`src/rtl/mem_boot_loader.sv`:
```
// Boot loader: packs a big-endian byte stream into 32-bit words, writes them to memory and
// holds the CPU until the image is loaded. Optional checksum output: define LOADER_CHECKSUM_EN.
module mem_boot_loader #(
    parameter logic [31:0] BASE_ADDR = 32'h0000_0000,
    parameter int          MEM_WORDS = 4096
) (
    input  logic        clk,
    input  logic        reset,
    input  logic        start,
    input  logic [12:0] len_words,
    input  logic        byte_valid,
    input  logic [7:0]  byte_data,
    output logic        byte_ready,
    output logic [31:0] data_addr,
    output logic [31:0] data_in,
    output logic        wr_en,
    output logic        cpu_hold,
    output logic        done,
    output logic        err,
    output logic [31:0] checksum,
    output logic [2:0]  state_dbg
);

    // Highest legal length once the base offset has consumed part of the memory.
    localparam logic [31:0] LIMIT_WORDS = 32'(MEM_WORDS) - (BASE_ADDR >> 2);

    typedef enum logic [2:0] {
        S_IDLE  = 3'd0,
        S_LOAD  = 3'd1,
        S_WRITE = 3'd2,
        S_DONE  = 3'd3,
        S_ERROR = 3'd4
    } state_t;

    state_t      state_q, state_d;
    logic [12:0] len_q, len_d;
    logic [12:0] word_cnt_q, word_cnt_d;
    logic [1:0]  byte_cnt_q, byte_cnt_d;
    logic [23:0] shift_q, shift_d;
    logic [31:0] data_addr_q, data_addr_d;
    logic [31:0] data_in_q, data_in_d;
    logic        byte_ready_q, byte_ready_d;
    logic        wr_en_q, wr_en_d;
    logic        cpu_hold_q, cpu_hold_d;
    logic        done_q, done_d;
    logic        err_q, err_d;
    logic        start_take;

    // Byte handshake: a byte moves on a rising edge where byte_valid && byte_ready are both
    // high; byte_ready is registered, and the source holds byte_data until that edge.
    always_comb begin
        state_d     = state_q;
        len_d       = len_q;
        word_cnt_d  = word_cnt_q;
        byte_cnt_d  = byte_cnt_q;
        shift_d     = shift_q;
        data_addr_d = data_addr_q;
        data_in_d   = data_in_q;
        start_take  = 1'b0;

        case (state_q)
            S_IDLE, S_DONE, S_ERROR: begin
                if (start) begin
                    start_take = 1'b1;
                    if (len_words == 13'd0) begin
                        state_d = S_DONE;
                    end else if ({19'd0, len_words} > LIMIT_WORDS) begin
                        state_d = S_ERROR;
                    end else begin
                        state_d = S_LOAD;
                    end
                    len_d       = len_words;
                    data_addr_d = BASE_ADDR;
                    word_cnt_d  = 13'd0;
                    byte_cnt_d  = 2'd0;
                end
            end
            S_LOAD: begin
                if (byte_valid && byte_ready_q) begin
                    shift_d    = {shift_q[15:0], byte_data};
                    byte_cnt_d = byte_cnt_q + 2'd1;
                    if (byte_cnt_q == 2'd3) begin
                        data_in_d = {shift_q, byte_data};
                        state_d   = S_WRITE;
                    end
                end
            end
            S_WRITE: begin
                data_addr_d = data_addr_q + 32'd4;
                word_cnt_d  = word_cnt_q + 13'd1;
                state_d     = (word_cnt_d == len_q) ? S_DONE : S_LOAD;
            end
            default: state_d = S_IDLE;
        endcase

        // Outputs are a registered image of the state being entered.
        byte_ready_d = (state_d == S_LOAD);
        wr_en_d      = (state_d == S_WRITE);
        cpu_hold_d   = (state_d != S_DONE);
        done_d       = (state_d == S_DONE);
        err_d        = (state_d == S_ERROR);
    end

    always_ff @(posedge clk) begin
        if (reset) begin
            state_q      <= S_IDLE;
            len_q        <= 13'd0;
            word_cnt_q   <= 13'd0;
            byte_cnt_q   <= 2'd0;
            shift_q      <= 24'd0;
            data_addr_q  <= BASE_ADDR;
            data_in_q    <= 32'd0;
            byte_ready_q <= 1'b0;
            wr_en_q      <= 1'b0;
            cpu_hold_q   <= 1'b1;
            done_q       <= 1'b0;
            err_q        <= 1'b0;
        end else begin
            state_q      <= state_d;
            len_q        <= len_d;
            word_cnt_q   <= word_cnt_d;
            byte_cnt_q   <= byte_cnt_d;
            shift_q      <= shift_d;
            data_addr_q  <= data_addr_d;
            data_in_q    <= data_in_d;
            byte_ready_q <= byte_ready_d;
            wr_en_q      <= wr_en_d;
            cpu_hold_q   <= cpu_hold_d;
            done_q       <= done_d;
            err_q        <= err_d;
        end
    end

`ifdef LOADER_CHECKSUM_EN
    logic [31:0] checksum_q, checksum_d;

    always_comb begin
        checksum_d = checksum_q;
        if (start_take) begin
            checksum_d = 32'd0;
        end else if (state_q == S_WRITE) begin
            checksum_d = checksum_q + data_in_q;
        end
    end

    always_ff @(posedge clk) begin
        if (reset) begin
            checksum_q <= 32'd0;
        end else begin
            checksum_q <= checksum_d;
        end
    end

    assign checksum = checksum_q;
`else
    assign checksum = 32'd0;
`endif

    assign byte_ready = byte_ready_q;
    assign data_addr  = data_addr_q;
    assign data_in    = data_in_q;
    assign wr_en      = wr_en_q;
    assign cpu_hold   = cpu_hold_q;
    assign done       = done_q;
    assign err        = err_q;
    assign state_dbg  = state_q;

endmodule
```
`config.mk`:
```
export PLATFORM = sky130hd
export DESIGN_NAME = mem_boot_loader
export DESIGN_NICKNAME = d
export VERILOG_FILES = /design/src/rtl/mem_boot_loader.sv
export SDC_FILE = /design/constraint.sdc
export NUM_CORES = 1
export LEC_CHECK = 0
export CORE_MARGIN = 2
export CORE_UTILIZATION = 54
export DETAILED_ROUTE_END_ITERATION = 8
export HOLD_SLACK_MARGIN = 0.08
export PLACE_DENSITY = 0.88
export SYNTH_ARGS = -nofsm -noshare
export SYNTH_HDL_FRONTEND = slang
export SYNTH_SLANG_ARGS = --single-unit
```
`constraint.sdc`:
```
create_clock -name clk -period 4.15 [get_ports clk]
set_input_delay 0.83 -clock clk [delete_from_list [all_inputs] [get_ports clk]]
set_output_delay 0.83 -clock clk [all_outputs]
set_load 0.02 [all_outputs]
```
==> summary.md <==
| Metric | Value |
|---|---|
| Net load switching power | 0.000689 W |
| Count of TritonRoute iterations in the first routing pass | 5 |
| Classification of the worst-slack hold path | reg2reg |
| Clock network power share | 50.7% |
| Combinational share of power | 7.4% |
| Number of enable flip-flop cells after synthesis | 0 |
| Setup TNS | 0 ns |
| Core area | 9820 µm² |
| Cell Area, Synth | 5510 µm² |
| Area share of the largest cell type after synthesis | 44.3% |
| Critical path peak fanout | 22 |
| Highest-count cells in the layout ignoring fill and taps | 172 x nand2_1, 122 x dfxtp_1, 109 x a21oi_1 |
| Number of I/O port buffers | 94 |
| Number of slew-limit violations in the final report | 0 |
| Max_cap viols | 0 |
| Number of buffers added for setup after CTS | 0 |
| Final-report setup violation count | 0 |
| R2R Path Start | state_dbg[1] |
| Mean Syn Cell Area | 7.81 µm² |
| Post-layout net count | 810 |
| Post-detail-place hpwl | 9.45 mm |
| P&R area growth vs syn | 26.6% |
| Share of power burned in registers | 41.8% |
| Inst Count DP | 896 |
| Via-to-Cell Ratio | 5.68 |
| Most area-hungry cell type in the Yosys netlist | dfxtp_1 |
| Kind of launch point of the worst setup path | flop |
| Cells along the critical path | or3b_1, buf_4, nor2_1, o2111ai_1, a2111oi_1, a21oi_1 |
| Die width | 105 µm |
| Maximum root-to-sink buffer count | 2 |
| DR vias | 5262 |
| Hold violation count in the final report | 0 |
| Total global routing overflow | 0 |
| Row count | 36 |
| Crit. Startpoint | state_dbg[1] |
| Worst setup skew after layout | 0.00946 ns |
| Clock latency on the worst-skew pair | 0.52 ns |
| Number of DRC markers after the initial detailed-route iteration | 447 |
| Global-route wire length before repair | 23.2 mm |
| Top-level port count | 129 |
| Leakage power | 2.42 nW |
| CP max stage cell | a2111oi_1 |
| Proportion of register bits with asynchronous set or reset after synthesis | 0% |
| Die span in y | 105 µm |
| Synth Instances | 705 |
| Total wirelength of the detailed-routed design | 14.4 mm |
| Clock transition at path regs | 0.06 ns |
| Detail Route Antenna Nets | 0 |
| CTS H-tree lvls | 4 |
| Kind of end point of the critical path | flop |
| Status | finished, final reports clean |
| Layout cells sized above 1 | 6.42% |
| Antenna fix cells | 0 |
| Warning count from the yosys run | 0 |
| CTS hold repair buffers | 0 |
| Final instance count without filler cells | 927 |
| Most frequent standard cell in the layout excluding fill and tap cells | nand2_1 |
| Power per Cell Area | 414 nW/µm² |
| Period utilisation layout | 71.4% |
| Critical path required time | 4.50 ns |
| Die area | 11000 µm² |
| Switching part of the total | 23.8% |
| Top flip-flop cell by instance count after synthesis | dfxtp_1 |
| Highest achievable clock rate | 0.337 GHz |
| Worst slew margin relative to its limit | 29.8% |
| Post-synthesis cell type count | 57 |
| Data arrival time of the critical path | 3.32 ns |
| TritonCTS clock tree | done |
| Pin count of the biggest net entering global routing | 80 |
| Worst slew pin tran | 1.05 ns |
| Proportion of synthesized chip area in sequential cells | 44.3% |
| Largest vdd supply drop | 299 µV |
| Total global-route track usage | 26.0% |
| Total CTS buffers | 17 |
| Antenna violations before repair | 0 |
| Unrepaired setup endpoints after global routing | no |
| Hold Crit Start | data_in[16] |
| P_int | 0.00220 W |
| Fraction of the core area covered by cells at the end of the flow | 71.0% |
| Placer congestion estimate | 0.893 |
| FF+latch count, synth | 122 |
| DRC | 0 |
| Post-cts sizing count | 0 |
| Sinks on Clock Net | 122 |
| CTS root buf | clkbuf_8 |
| Final period demand of the worst path | 2.96 ns |
| Crit-path max cell delay | 0.90 ns |
| Overall power after layout | 0.00289 W |
| Area contributors post-synth | dfxtp_1 44%, nand2_1 12%, a21oi_1 9.9% |
| Final routed wire length divided by cell count | 15.5 µm |
| Kind of critical path | reg2reg |
| Initial cell density of the core | 56.1% |
| Number of global-route vias before repair | 4880 |
==> through the flow <==
stage / worst slack, ns / area, µm² / hold slack, ns
floorplan: 1.80 / 5630 / 0.432
global route: 1.07 / 6970 / 0.475
CTS: 1.25 / 6970 / 0.456
finish: 1.19 / 6970 / 0.454
detailed placement: 1.18 / 6380 / 0.448
global placement: 1.27 / 6380 / 0.444
==> critical path: cells and delay by family, from the launching register on <==
| family | cells | cell delay, ns |
|---|---|---|
| AO/OA/AOI/OAI | 3 | 1.20 |
| flip-flops | 1 | 0.48 |
| buffers and inverters | 1 | 0.31 |
| AND/OR/NAND/NOR | 2 | 0.80 |
==> state kept, by name, indices dropped and copies added, names as in the netlist <==
name        count
data_addr      30
len_q          13
byte_ready      1
done            1
shift_q        24
data_in        32
wr_en           1
err             1
cpu_hold        1
state_dbg       3
byte_cnt_q      2
word_cnt_q     13
==> path summary, 6_finish.rpt <==
path | to | cells past startpoint | slack [ns]
setup reg to reg | byte_ready | 6 | 1.19
setup / recovery | byte_ready | 6 | 1.19
hold reg to reg | data_in[16] | 2 | 0.45
hold / removal | data_in[16] | 2 | 0.45
==> power by group through the flow <==
stage	Combinational (W)	Clock (W)	Sequential, W
after floorplan	0.000155	0	0.00123
after global placement	0.000205	0	0.00123
after detailed placement	0.000209	0	0.00123
after CTS	0.000211	0.00148	0.00121
after global routing	0.000230	0.00153	0.00121
final	0.000214	0.00147	0.00121
==> Yosys cell counts, drive strengths merged, types with 3 or more instances <==
master	number
a21oi	109
a311oi	6
a31oi	8
and3	9
and4	7
buf	39
clkbuf	37
dfxtp	122
ha	3
inv	7
mux2	4
nand2	172
nand2b	4
nand3	21
nand3b	3
nand4	8
nor2	41
nor3	8
nor4	9
o211ai	4
o21a	3
o21ai	19
or3	7
xnor2	15
xor2	4
==> cell families after synthesis <==
| family | share of synthesized area (%) |
|---|---|
| DFF | 44.3 |
| adders and majority gates | 0.682 |
| buffers and inverters | 8.04 |
| xor gates and xnor gates | 3.02 |
| other | 0.0681 |
| AOI/OAI and AO/OA | 17.0 |
| muxes | 1.07 |
| and+or+nand+nor | 25.7 |
==> cell type report <==
class / instances / area [µm²]
Fill cell: 795 / 2850
Multi-Input combinational cell: 533 / 2760
Sequential cell: 122 / 2440
Timing Repair Buffer: 101 / 991
Clock buffer: 20 / 445
Tap cell: 133 / 166
Clock inverter: 11 / 146
Inverter: 7 / 26.3
==> per-layer routing <==
metal,global-route usage (%),vias to the layer above,part of all wire (%)
li1,-,2527,-
met5,0,-,0
met3,7.36,25,6.4
met4,9.14,0,1.6
met1,32.0,2496,43
met2,43.5,214,49
No activity file was read; power rests on OpenSTA's default activity.
